--- config.mk ---
export PLATFORM = sky130hd
export DESIGN_NAME = pc_ras_flat
export DESIGN_NICKNAME = d
export VERILOG_FILES = /design/src/rtl/pc_ras_if.sv /design/src/rtl/pc_ras.sv /design/src/flat_wrapper.sv
export SDC_FILE = /design/constraint.sdc
export NUM_CORES = 1
export LEC_CHECK = 0
export CAP_MARGIN = 0
export CELL_PAD_IN_SITES_DETAIL_PLACEMENT = 2
export CELL_PAD_IN_SITES_GLOBAL_PLACEMENT = 2
export CORE_MARGIN = 2
export CORE_UTILIZATION = 36
export DETAILED_ROUTE_END_ITERATION = 10
export PLACE_DENSITY = 0.8
export RECOVER_POWER = 25
export SLEW_MARGIN = 20
export SYNTH_ARGS = -nofsm -noshare
export SYNTH_HDL_FRONTEND = slang
export SYNTH_SLANG_ARGS = --single-unit
export TNS_END_PERCENT = 5
--- constraint.sdc ---
create_clock -name clk -period 5.56 [get_ports clk]
set_input_delay 1.112 -clock clk [delete_from_list [all_inputs] [get_ports clk]]
set_output_delay 1.112 -clock clk [all_outputs]
set_load 0.01 [all_outputs]
--- src/rtl/pc_ras_if.sv ---
// Fetch-stage PC bundle: control/operand inputs from decode and the PC, link and RAS status back.
interface pc_ras_if #(
  parameter int WIDTH = 32
);
  logic             stall;
  logic             exc;
  logic             branch_en;
  logic [2:0]       branch_cond;
  logic             zeroflag;
  logic             negflag;
  logic [15:0]      branch_imm;
  logic             jmp_en;
  logic [25:0]      jmp_index;
  logic             link;
  logic             jr_en;
  logic [WIDTH-1:0] jr_address;
  logic             ret;
  logic [WIDTH-1:0] out;
  logic [WIDTH-1:0] link_address;
  logic             ras_empty;
  logic             ras_full;
  logic             ras_overflow;
  logic             ras_mispredict;

  modport master (
    output stall, exc, branch_en, branch_cond, zeroflag, negflag, branch_imm,
           jmp_en, jmp_index, link, jr_en, jr_address, ret,
    input  out, link_address, ras_empty, ras_full, ras_overflow, ras_mispredict
  );

  modport slave (
    input  stall, exc, branch_en, branch_cond, zeroflag, negflag, branch_imm,
           jmp_en, jmp_index, link, jr_en, jr_address, ret,
    output out, link_address, ras_empty, ras_full, ras_overflow, ras_mispredict
  );
endinterface

--- src/rtl/pc_ras.sv ---
// Program counter with stall, exception vector, MIPS branches/jumps and a circular return-address stack.
// One cycle from controls to out; link_address is out+4 combinationally; stall freezes PC and RAS.
module pc_ras #(
  parameter int               WIDTH        = 32,
  parameter logic [WIDTH-1:0] RESET_VECTOR = '0,
  parameter logic [WIDTH-1:0] EXC_VECTOR   = WIDTH'(32'h80),
  parameter int               RAS_DEPTH    = 4
) (
  input  logic     clk,
  input  logic     rst,
  pc_ras_if.slave  bus
);
  localparam int PW = $clog2(RAS_DEPTH);
  localparam int CW = $clog2(RAS_DEPTH + 1);

  logic [WIDTH-1:0] pc_q, pc_d;
  logic [PW-1:0]    ptr_q, ptr_d;
  logic [CW-1:0]    cnt_q, cnt_d;
  logic             ovf_q, ovf_d;
  logic             mis_q, mis_d;
  logic             push;
  logic [WIDTH-1:0] ras_q [RAS_DEPTH];

  logic [WIDTH-1:0] pc4, boff, btarget, jtarget, ras_top;
  logic             full, taken;

  assign pc4     = pc_q + WIDTH'(4);
  assign boff    = {{(WIDTH-18){bus.branch_imm[15]}}, bus.branch_imm, 2'b00};
  assign btarget = pc4 + boff;
  assign full    = (cnt_q == CW'(RAS_DEPTH));
  assign ras_top = ras_q[ptr_q - PW'(1)];

  // The region bits above the 28-bit jump span only exist for wider datapaths.
  if (WIDTH > 28) begin : g_jhi
    assign jtarget = {pc4[WIDTH-1:28], bus.jmp_index, 2'b00};
  end else begin : g_jlo
    assign jtarget = {bus.jmp_index, 2'b00};
  end

  always_comb begin
    taken = 1'b0;
    case (bus.branch_cond)
      3'd0:    taken = bus.zeroflag;
      3'd1:    taken = !bus.zeroflag;
      3'd2:    taken = bus.negflag;
      3'd3:    taken = !bus.negflag;
      3'd4:    taken = bus.negflag | bus.zeroflag;
      3'd5:    taken = !bus.negflag & !bus.zeroflag;
      default: taken = 1'b0;
    endcase
  end

  always_comb begin
    pc_d  = pc_q;
    ptr_d = ptr_q;
    cnt_d = cnt_q;
    ovf_d = ovf_q;
    mis_d = 1'b0;
    push  = 1'b0;
    if (bus.exc) begin
      pc_d = EXC_VECTOR;
    end else if (!bus.stall) begin
      if (bus.jr_en) begin
        pc_d = bus.jr_address;
        if (bus.ret) begin
          if (cnt_q == '0) begin
            mis_d = 1'b1;
          end else begin
            mis_d = (ras_top != bus.jr_address);
            ptr_d = ptr_q - PW'(1);
            cnt_d = cnt_q - CW'(1);
          end
        end
      end else if (bus.jmp_en) begin
        pc_d = jtarget;
        if (bus.link) begin
          push  = 1'b1;
          ptr_d = ptr_q + PW'(1);
          // A full stack keeps its count; the new entry lands on the oldest slot.
          if (full) ovf_d = 1'b1;
          else      cnt_d = cnt_q + CW'(1);
        end
      end else if (bus.branch_en && taken) begin
        pc_d = btarget;
      end else begin
        pc_d = pc4;
      end
    end
  end

  always_ff @(posedge clk) begin
    if (rst) begin
      pc_q  <= RESET_VECTOR;
      ptr_q <= '0;
      cnt_q <= '0;
      ovf_q <= 1'b0;
      mis_q <= 1'b0;
    end else begin
      pc_q  <= pc_d;
      ptr_q <= ptr_d;
      cnt_q <= cnt_d;
      ovf_q <= ovf_d;
      mis_q <= mis_d;
    end
  end

  always_ff @(posedge clk) begin
    if (!rst && push) ras_q[ptr_q] <= pc4;
  end

  assign bus.out            = pc_q;
  assign bus.link_address   = pc4;
  assign bus.ras_empty      = (cnt_q == '0);
  assign bus.ras_full       = full;
  assign bus.ras_overflow   = ovf_q;
  assign bus.ras_mispredict = mis_q;
endmodule

--- src/flat_wrapper.sv ---
// flat-port wrapper written by rule: the top's interface ports become plain ports
module pc_ras_flat 
#(
  parameter int               WIDTH        = 32,
  parameter logic [WIDTH-1:0] RESET_VECTOR = '0,
  parameter logic [WIDTH-1:0] EXC_VECTOR   = WIDTH'(32'h80),
  parameter int               RAS_DEPTH    = 4
)
  (clk, rst, bus_stall, bus_exc, bus_branch_en, bus_branch_cond, bus_zeroflag, bus_negflag, bus_branch_imm, bus_jmp_en, bus_jmp_index, bus_link, bus_jr_en, bus_jr_address, bus_ret, bus_out, bus_link_address, bus_ras_empty, bus_ras_full, bus_ras_overflow, bus_ras_mispredict);
  pc_ras_if #(.WIDTH(WIDTH)) bus_i ();
  input  logic clk;
  input  logic rst;
  input wire logic [$bits(bus_i.stall)-1:0] bus_stall;
  input wire logic [$bits(bus_i.exc)-1:0] bus_exc;
  input wire logic [$bits(bus_i.branch_en)-1:0] bus_branch_en;
  input wire logic [$bits(bus_i.branch_cond)-1:0] bus_branch_cond;
  input wire logic [$bits(bus_i.zeroflag)-1:0] bus_zeroflag;
  input wire logic [$bits(bus_i.negflag)-1:0] bus_negflag;
  input wire logic [$bits(bus_i.branch_imm)-1:0] bus_branch_imm;
  input wire logic [$bits(bus_i.jmp_en)-1:0] bus_jmp_en;
  input wire logic [$bits(bus_i.jmp_index)-1:0] bus_jmp_index;
  input wire logic [$bits(bus_i.link)-1:0] bus_link;
  input wire logic [$bits(bus_i.jr_en)-1:0] bus_jr_en;
  input wire logic [$bits(bus_i.jr_address)-1:0] bus_jr_address;
  input wire logic [$bits(bus_i.ret)-1:0] bus_ret;
  output wire logic [$bits(bus_i.out)-1:0] bus_out;
  output wire logic [$bits(bus_i.link_address)-1:0] bus_link_address;
  output wire logic [$bits(bus_i.ras_empty)-1:0] bus_ras_empty;
  output wire logic [$bits(bus_i.ras_full)-1:0] bus_ras_full;
  output wire logic [$bits(bus_i.ras_overflow)-1:0] bus_ras_overflow;
  output wire logic [$bits(bus_i.ras_mispredict)-1:0] bus_ras_mispredict;
  assign bus_i.stall = bus_stall;
  assign bus_i.exc = bus_exc;
  assign bus_i.branch_en = bus_branch_en;
  assign bus_i.branch_cond = bus_branch_cond;
  assign bus_i.zeroflag = bus_zeroflag;
  assign bus_i.negflag = bus_negflag;
  assign bus_i.branch_imm = bus_branch_imm;
  assign bus_i.jmp_en = bus_jmp_en;
  assign bus_i.jmp_index = bus_jmp_index;
  assign bus_i.link = bus_link;
  assign bus_i.jr_en = bus_jr_en;
  assign bus_i.jr_address = bus_jr_address;
  assign bus_i.ret = bus_ret;
  assign bus_out = bus_i.out;
  assign bus_link_address = bus_i.link_address;
  assign bus_ras_empty = bus_i.ras_empty;
  assign bus_ras_full = bus_i.ras_full;
  assign bus_ras_overflow = bus_i.ras_overflow;
  assign bus_ras_mispredict = bus_i.ras_mispredict;
  pc_ras #(.WIDTH(WIDTH), .RESET_VECTOR(RESET_VECTOR), .EXC_VECTOR(EXC_VECTOR), .RAS_DEPTH(RAS_DEPTH)) u_core (.clk(clk), .rst(rst), .bus(bus_i));
endmodule
==> results of run 1 <==
==> synthesized netlist by cell type, drive strengths merged, types with 13 or more instances <==
| master | instances |
|---|---|
| edfxtp | 128 |
| nand2 | 67 |
| a21oi | 51 |
| xnor2 | 50 |
| nor2 | 49 |
| o21ai | 48 |
| ha | 40 |
| dfxtp | 39 |
| mux4 | 32 |
| xor2 | 32 |
| clkbuf | 31 |
| inv | 22 |
| a21o | 19 |
| nand3 | 19 |
| nand4 | 18 |
| and3 | 14 |
| o211ai | 14 |
| a211oi | 13 |
==> cells by family (layout without fill, tap and decap cells) <==
group           count (synthesis)  in the layout
compound gates                210            210
xor+xnor                       82             82
fa+ha+maj                      42             42
buf+inv                        62            250
flops                         167            167
mux                            44             44
simple gates                  225            225
==> metal layers <==
layer,global-route usage,share of wire,vias to the layer above
met2,0.480,0.50,323
met4,0.116,0.034,0
li1,-,-,3524
met3,0.0349,0.048,70
met5,0,0,-
met1,0.365,0.42,4223
==> flip-flops by register name, indices dropped and copies added (netlist names) <==
signal,flops
u_core.ras_q,128
u_core.bus.out,32
u_core.cnt_q,3
u_core.ptr_q,2
u_core.bus.ras_mispredict,1
u_core.bus.ras_overflow,1
==> metrics by stage <==
step                      setup slack (ps)  hold WS, ps  power (mW)  instance area (sq um)  instances
after floorplan                       1480          491        1.65                   9510        832
after global placement                1020          486        1.89                  11600       1323
after detailed placement               742          494        1.91                  11600       1323
after CTS                              367          510        3.07                  12200       1355
after global routing                   172          539        3.15                  12200       1355
final                                  439          502        3.06                  12200       1355
==> path summary, 6_finish.rpt <==
kind / start / end / cells after the start
worst max-delay path: u_core.bus.out[2] / bus_link_address[30] / 8
worst min-delay path: u_core.bus.ras_overflow / u_core.bus.ras_overflow / 1
worst max register to register: u_core.bus.out[4] / u_core.bus.out[31] / 14
worst min register to register: u_core.bus.ras_overflow / u_core.bus.ras_overflow / 1
==> final cells by class <==
class | count | area (sq um) | share of cell area
sequential | 167 | 4630 | 0.381
timing repair buffer | 195 | 1810 | 0.149
inverter | 23 | 86.3 | 0.00710
tap | 335 | 419 | 0.0345
clock inverter | 15 | 151 | 0.0125
clock buffer | 17 | 425 | 0.0350
multi-input combinational | 603 | 4630 | 0.381
==> worst max-delay path: stages (launching register included) <==
cell	delay, ps
sky130_fd_sc_hd__dfxtp_1	420
sky130_fd_sc_hd__ha_1	270
sky130_fd_sc_hd__nand4_1	170
sky130_fd_sc_hd__nor4_1	660
sky130_fd_sc_hd__and3_1	430
sky130_fd_sc_hd__and3_1	240
sky130_fd_sc_hd__nand4_1	120
sky130_fd_sc_hd__xnor2_1	580
sky130_fd_sc_hd__clkdlybuf4s50_1	670
==> where the power goes <==
| group | total, mW | internal, mW | switching [mW] | leakage (nW) |
|---|---|---|---|---|
| clock | 1.17 | 0.599 | 0.573 | 0.282 |
| combinational | 0.520 | 0.221 | 0.299 | 2.64 |
| sequential | 1.37 | 1.35 | 0.0212 | 1.55 |
==> Implementation_results.wiki, run 1 <==
{| class="wikitable"
! Metric !! Value
|-
| Outcome || finished clean
|-
| Post-DRT Antenna Nets || 0
|-
| Post-synthesis instance area || between 9000 and 10000 sq um
|-
| Placeable core area || around 26000 sq um
|-
| Initial antenna violation count || 0
|-
| Proportion of synthesized area in mux cells || 0.0890
|-
| Inserted Diodes || 0
|-
| Top library cells by usage in the layout, fill and taps aside || sky130_fd_sc_hd__clkdlybuf4s50_1 (151), sky130_fd_sc_hd__edfxtp_1 (128), sky130_fd_sc_hd__nand2_1 (67)
|-
| Static power due to leakage || 4.47 nW
|-
| Die Width || 167 microns
|-
| Critical Path RT || 4450 ps
|-
| Number of instances resized during post-cts repair || 0
|-
| Post-Syn Nets || ~960
|-
| Max-cap viol count || 0
|-
| Number of buffers added by the clock tree synthesis step || 17
|-
| Share of the synthesized area in compound gates (AO/OA/AOI/OAI) || 0.147
|-
| Sequential cell area fraction in the yosys report || 0.486
|-
| Routed vias/inst || 6.01
|-
| Crit Path Max Fanout || 7
|-
| Via count of the first global-routing pass || 8859
|-
| I/O Pins || 156
|-
| Routed wire length || 38.8 mm
|-
| Pin count of the biggest net entering global routing || 42
|-
| Dominant combinational cell family by area after synthesis || compound AO/OA/AOI/OAI gates
|-
| Critical Path AT || about 4000 ps
|-
| Clock Path Buffers || 2
|-
| Synth Area in XOR/XNOR || 0.0755
|-
| Worst supply voltage drop on vdd || 0.175 mV
|-
| Pin slew with the least headroom to its limit || roughly 1100 ps
|-
| Overall die area || 27700 sq um
|-
| Number of distinct library cell variants in the gate-level netlist after synthesis || 67
|-
| Fraction of layout instances using a drive strength above 1 || 0.104
|-
| Port Buf Inserts || 155
|-
| Mapped Cells || 832
|-
| Fraction of the cycle the final worst path needs || 0.921
|-
| Most common library cell in the layout ignoring fill and taps || sky130_fd_sc_hd__clkdlybuf4s50_1
|-
| Max-slew violation total from the final report || 0
|-
| Sinks on the clock net || between 150 and 200
|-
| Top area cells in the synthesized netlist || sky130_fd_sc_hd__edfxtp_1 (40%), sky130_fd_sc_hd__dfxtp_1 (8.2%), sky130_fd_sc_hd__mux4_2 (7.6%)
|-
| Global-route wire length before repair || 58.2 mm
|-
| Count of filler cells inserted in the layout || 2632
|-
| Ratio of total power to cell area || 252 nW/um^2
|-
| Post-synthesis share of cell area spent on and, or, nand and nor gates || 0.121
|-
| Prevailing post-synth register cell || sky130_fd_sc_hd__edfxtp_1
|-
| Hold-fix buffers at CTS || 0
|-
| Setup fix buffers added after clock tree synthesis || 0
|-
| Kind of critical path || reg -> out
|-
| Total negative slack for setup checks || 0 ps
|-
| Ys Warns || 0
|-
| Post-Synthesis Mean Instance Area || 11.4 sq um
|-
| Drt first-iter violations || 729
|-
| Sort of element at the start of the critical path || register
|-
| Weighted congestion reported at the end of routability-driven placement || slightly below 0.9
|-
| Final core area utilization || 0.468
|-
| Global router's overall resource usage || 0.282
|-
| Detail Placement HPWL || 28.6 mm
|-
| Final hold violation count || 0
|-
| Clock-pin slew of the registers on the worst-case setup and hold paths || approximately 70 ps
|-
| Synthesis-to-finish area growth || 27.8%
|-
| Slew Limit Headroom || 0.279
|-
| TritonCTS clock tree || built
|-
| DR pass1 iterations || 5
|-
| Share of synthesized flip-flops with an asynchronous set or reset || 0
|-
| Unrepaired setup endpoints after global routing || no
|-
| Type of destination of the critical path || output port
|-
| Average wire per cell in the routed design || ~29 microns
|-
| Cell type with the highest aggregate area in the netlist || sky130_fd_sc_hd__edfxtp_1
|-
| Final Critical Period || 5120 ps
|-
| Number of enable flip-flop cells after synthesis || roughly 130
|-
| Core Rows || 59
|-
| Fraction of synthesized cell area taken by the top area cell type || 0.404
|-
| Root buf cell || sky130_fd_sc_hd__clkbuf_16
|-
| Depth of the CTS H-tree || 4
|-
| Vertical die dimension || approximately 170 microns
|-
| Total congestion overflow || 0
|-
| Fraction of the mapped netlist area in adder cells || 0.0568
|-
| Final setup violating endpoints || 0
|-
| Total vias in the final route || 8140
|-
| Internal reg-to-reg setup slack || 540 ps
|-
| Hold Path Class || reg -> reg
|-
| Net count, final || roughly 1100
|-
| Clock latency reported for the late side of the worst-skew pair || 430 ps
|-
| Post-detailed-route DRC marker count || 0
|-
| Setup skew after layout || slightly above 9 ps
|-
| Seq cells post-synth || 167
|-
| FMAX || 195 MHz
|-
| Starting utilization of the core area || 0.366
|}
Power figures use the tool's default switching activity.
==> run 2: changes to the inputs <==
CORE_MARGIN = 5   (was 2)
==> run 2 against run 1 <==
The flow now finishes with violations (max-capacitance violations, max-slew violations). Non-clock buffer count decreased by 5. Clock skew increased by 5.3 ps. Critical endpoint is now u_core.bus.out[31]. Hold slack improved by 6.0 ps. Combinational power decreased by 1%. Wire length decreased by 0.53%. Register-to-register slack got worse by 50 ps. Power increased by 2.3%.
==> Implementation_results.wiki, run 2 (synthesized netlist as in run 1, its figures left out) <==
{| class="wikitable"
! Metric !! Value
|-
| Most flops, register || u_core.ras_q (unchanged)
|-
| Top library cells by usage in the layout, fill and taps aside || sky130_fd_sc_hd__clkdlybuf4s50_1 (149), sky130_fd_sc_hd__edfxtp_1 (128), sky130_fd_sc_hd__nand2_1 (67) (was sky130_fd_sc_hd__clkdlybuf4s50_1 (151), sky130_fd_sc_hd__edfxtp_1 (128), sky130_fd_sc_hd__nand2_1 (67))
|-
| Critical Path AT || 5430 ps (was 4010 ps)
|-
| Inserted Diodes || 0 (unchanged)
|-
| Cell count of the worst reg-to-reg path || 15 (was 14)
|-
| Internal Dissipation || 2.22 mW (was 2.17 mW)
|-
| Global router's overall resource usage || 0.253 (was 0.282)
|-
| Detail Placement HPWL || 28.3 mm (was 28.6 mm)
|-
| Average wire per cell in the routed design || 28.6 microns (was 28.7 microns)
|-
| Max-cap viol count || 2 (was 0)
|-
| Placeable core area || 26100 sq um (was 26000 sq um)
|-
| Root buf cell || sky130_fd_sc_hd__clkbuf_16 (unchanged)
|-
| Drt first-iter violations || 692 (was 729)
|-
| Routed wire length || 38.6 mm (was 38.8 mm)
|-
| Core Rows || 59 (unchanged)
|-
| Combinational power share || 0.165 (was 0.170)
|-
| Pin slew with the least headroom to its limit || 1740 ps (was 1070 ps)
|-
| Number of flip-flops in the largest register || 128 (unchanged)
|-
| Final hold violation count || 0 (unchanged)
|-
| Slew Limit Headroom || -0.163 (was 0.279)
|-
| Cell depth of the worst hold path || 1 (unchanged)
|-
| Clock-pin slew of the registers on the worst-case setup and hold paths || 80 ps (was 70 ps)
|-
| Fraction of layout instances using a drive strength above 1 || 0.100 (was 0.104)
|-
| Clock Path Buffers || 2 (unchanged)
|-
| Pin count of the biggest net entering global routing || 41 (was 42)
|-
| Violated checks || max-capacitance violations, max-slew violations
|-
| Max-slew violation total from the final report || 53 (was 0)
|-
| Overall die area || 29800 sq um (was 27700 sq um)
|-
| DR pass1 iterations || 5 (unchanged)
|-
| Critical Path RT || 5920 ps (was 4450 ps)
|-
| Routed vias/inst || 5.93 (was 6.01)
|-
| Unrepaired setup endpoints after global routing || no (unchanged)
|-
| Setup fix buffers added after clock tree synthesis || 0 (unchanged)
|-
| Total congestion overflow || 0 (unchanged)
|-
| Number of instances resized during post-cts repair || 0 (unchanged)
|-
| Hold Path Class || reg -> reg (unchanged)
|-
| Most common library cell in the layout ignoring fill and taps || sky130_fd_sc_hd__clkdlybuf4s50_1 (unchanged)
|-
| Final setup violating endpoints || 0 (unchanged)
|-
| Kind of critical path || reg -> reg (was reg -> out)
|-
| Post-DRT Antenna Nets || 0 (unchanged)
|-
| Global-route wire length before repair || 57.3 mm (was 58.2 mm)
|-
| Power spent charging and discharging nets || 916 uW (was 894 uW)
|-
| Net count, final || 1132 (was 1137)
|-
| Crit Path Max Fanout || 7 (unchanged)
|-
| Static power due to leakage || 4.46 nW (was 4.47 nW)
|-
| Synthesis-to-finish area growth || 27.6% (was 27.8%)
|-
| Ratio of total power to cell area || 258 nW/um^2 (was 252 nW/um^2)
|-
| Post-detailed-route DRC marker count || 0 (unchanged)
|-
| Cell count after placement || 1318 (was 1323)
|-
| Type of destination of the critical path || register (was output port)
|-
| Clock share of power || 0.399 (was 0.383)
|-
| TritonCTS clock tree || built (unchanged)
|-
| Worst supply voltage drop on vdd || 0.139 mV (was 0.175 mV)
|-
| Final Critical Period || 5070 ps (was 5120 ps)
|-
| I/O Pins || 156 (unchanged)
|-
| Count of filler cells inserted in the layout || 2640 (was 2632)
|-
| Starting utilization of the core area || 0.365 (was 0.366)
|-
| Clock latency reported for the late side of the worst-skew pair || 450 ps (was 430 ps)
|-
| Number of buffers added by the clock tree synthesis step || 17 (unchanged)
|-
| Initial antenna violation count || 0 (unchanged)
|-
| Sort of element at the start of the critical path || register (unchanged)
|-
| Sequential group share of total power || 0.437 (was 0.447)
|-
| Die Width || 173 microns (was 167 microns)
|-
| Via count of the first global-routing pass || 8626 (was 8859)
|-
| Fraction of the cycle the final worst path needs || 0.912 (was 0.921)
|-
| Vertical die dimension || 173 microns (was 167 microns)
|-
| Hold-fix buffers at CTS || 0 (unchanged)
|-
| Port Buf Inserts || 155 (unchanged)
|-
| Internal reg-to-reg setup slack || 490 ps (was 540 ps)
|-
| Total negative slack for setup checks || 0 ps (unchanged)
|-
| Switching power share of the total || 0.293 (was 0.292)
|-
| Outcome || finished with violations (was finished clean)
|-
| Total vias in the final route || 8008 (was 8140)
|-
| FMAX || 197 MHz (was 195 MHz)
|-
| Number of standard cells in the layout, taps in and fillers out || 1350 (was 1355)
|-
| Depth of the CTS H-tree || 4 (unchanged)
|-
| Sinks on the clock net || 167 (unchanged)
|-
| Weighted congestion reported at the end of routability-driven placement || 0.883 (was 0.889)
|-
| Setup skew after layout || 14.4 ps (was 9.14 ps)
|}
-- run 2: cell types whose count changed in the layout (fill, tap and decap cells not counted), sizes merged --
| cell | change |
|---|---|
| buf | -3 |
| clkbuf | -2 |
| clkdlybuf4s50 | -2 |
| dlygate4sd3 | +2 |
| inv | -2 |
| bufinv | +1 |
| clkinvlp | +1 |
-- run 2: through the flow --
stage,power [mW],utilization,instance area (sq um),hold WS [ps],setup WS (ps)
global placement,1.89,0.445,11600,472,819
floorplan,1.65,-,9510,491,1480
global route,3.24,0.466,12100,545,142
detailed placement,1.91,0.445,11600,509,642
finish,3.13,0.466,12100,508,489
CTS,3.15,0.468,12200,526,440
-- run 2: final timing paths --
kind	endpoint	start
worst min register to register	u_core.bus.ras_overflow	u_core.bus.ras_overflow
worst min-delay path	u_core.bus.ras_overflow	u_core.bus.ras_overflow
worst max-delay path	u_core.bus.out[31]	u_core.bus.out[2]
worst max register to register	u_core.bus.out[31]	u_core.bus.out[2]
-- run 2: metal layers --
layer,vias to the layer above,track usage,part of all wire
met1,4182,0.333,0.43
met3,51,0.0408,0.047
met5,-,0,0
met2,264,0.434,0.50
met4,0,0.0703,0.022
li1,3511,-,-
-- run 2: power by group through the flow --
stage	combinational [mW]	clock, mW	sequential, mW
floorplan	0.253	0	1.39
global placement	0.495	0	1.39
detailed placement	0.509	0	1.40
CTS	0.516	1.27	1.37
global route	0.546	1.33	1.37
finish	0.515	1.25	1.37
-- run 2: area by class of cell --
class                      count  area (sq um)  share of cell area
multi-input combinational    603          4630               0.382
sequential                   167          4630               0.381
timing repair buffer         190          1770               0.146
clock buffer                  17           425              0.0350
tap                          335           419              0.0345
clock inverter                15           183              0.0150
inverter                      23          86.3             0.00711
-- run 2: worst max-delay path, cell delays in order (launching register included) --
cell and delay [ps]:
sky130_fd_sc_hd__dfxtp_1 450, sky130_fd_sc_hd__ha_1 270, sky130_fd_sc_hd__nand4_1 190, sky130_fd_sc_hd__nor4_1 610
sky130_fd_sc_hd__nand3_1 220, sky130_fd_sc_hd__xnor2_1 670, sky130_fd_sc_hd__ha_1 450, sky130_fd_sc_hd__o21ai_0 120
sky130_fd_sc_hd__o21bai_1 120, sky130_fd_sc_hd__o31a_1 280, sky130_fd_sc_hd__or3_1 360, sky130_fd_sc_hd__o211ai_1 270
sky130_fd_sc_hd__nand4_1 220, sky130_fd_sc_hd__nand3_1 190, sky130_fd_sc_hd__mux2_4 310, sky130_fd_sc_hd__nor4_1 230
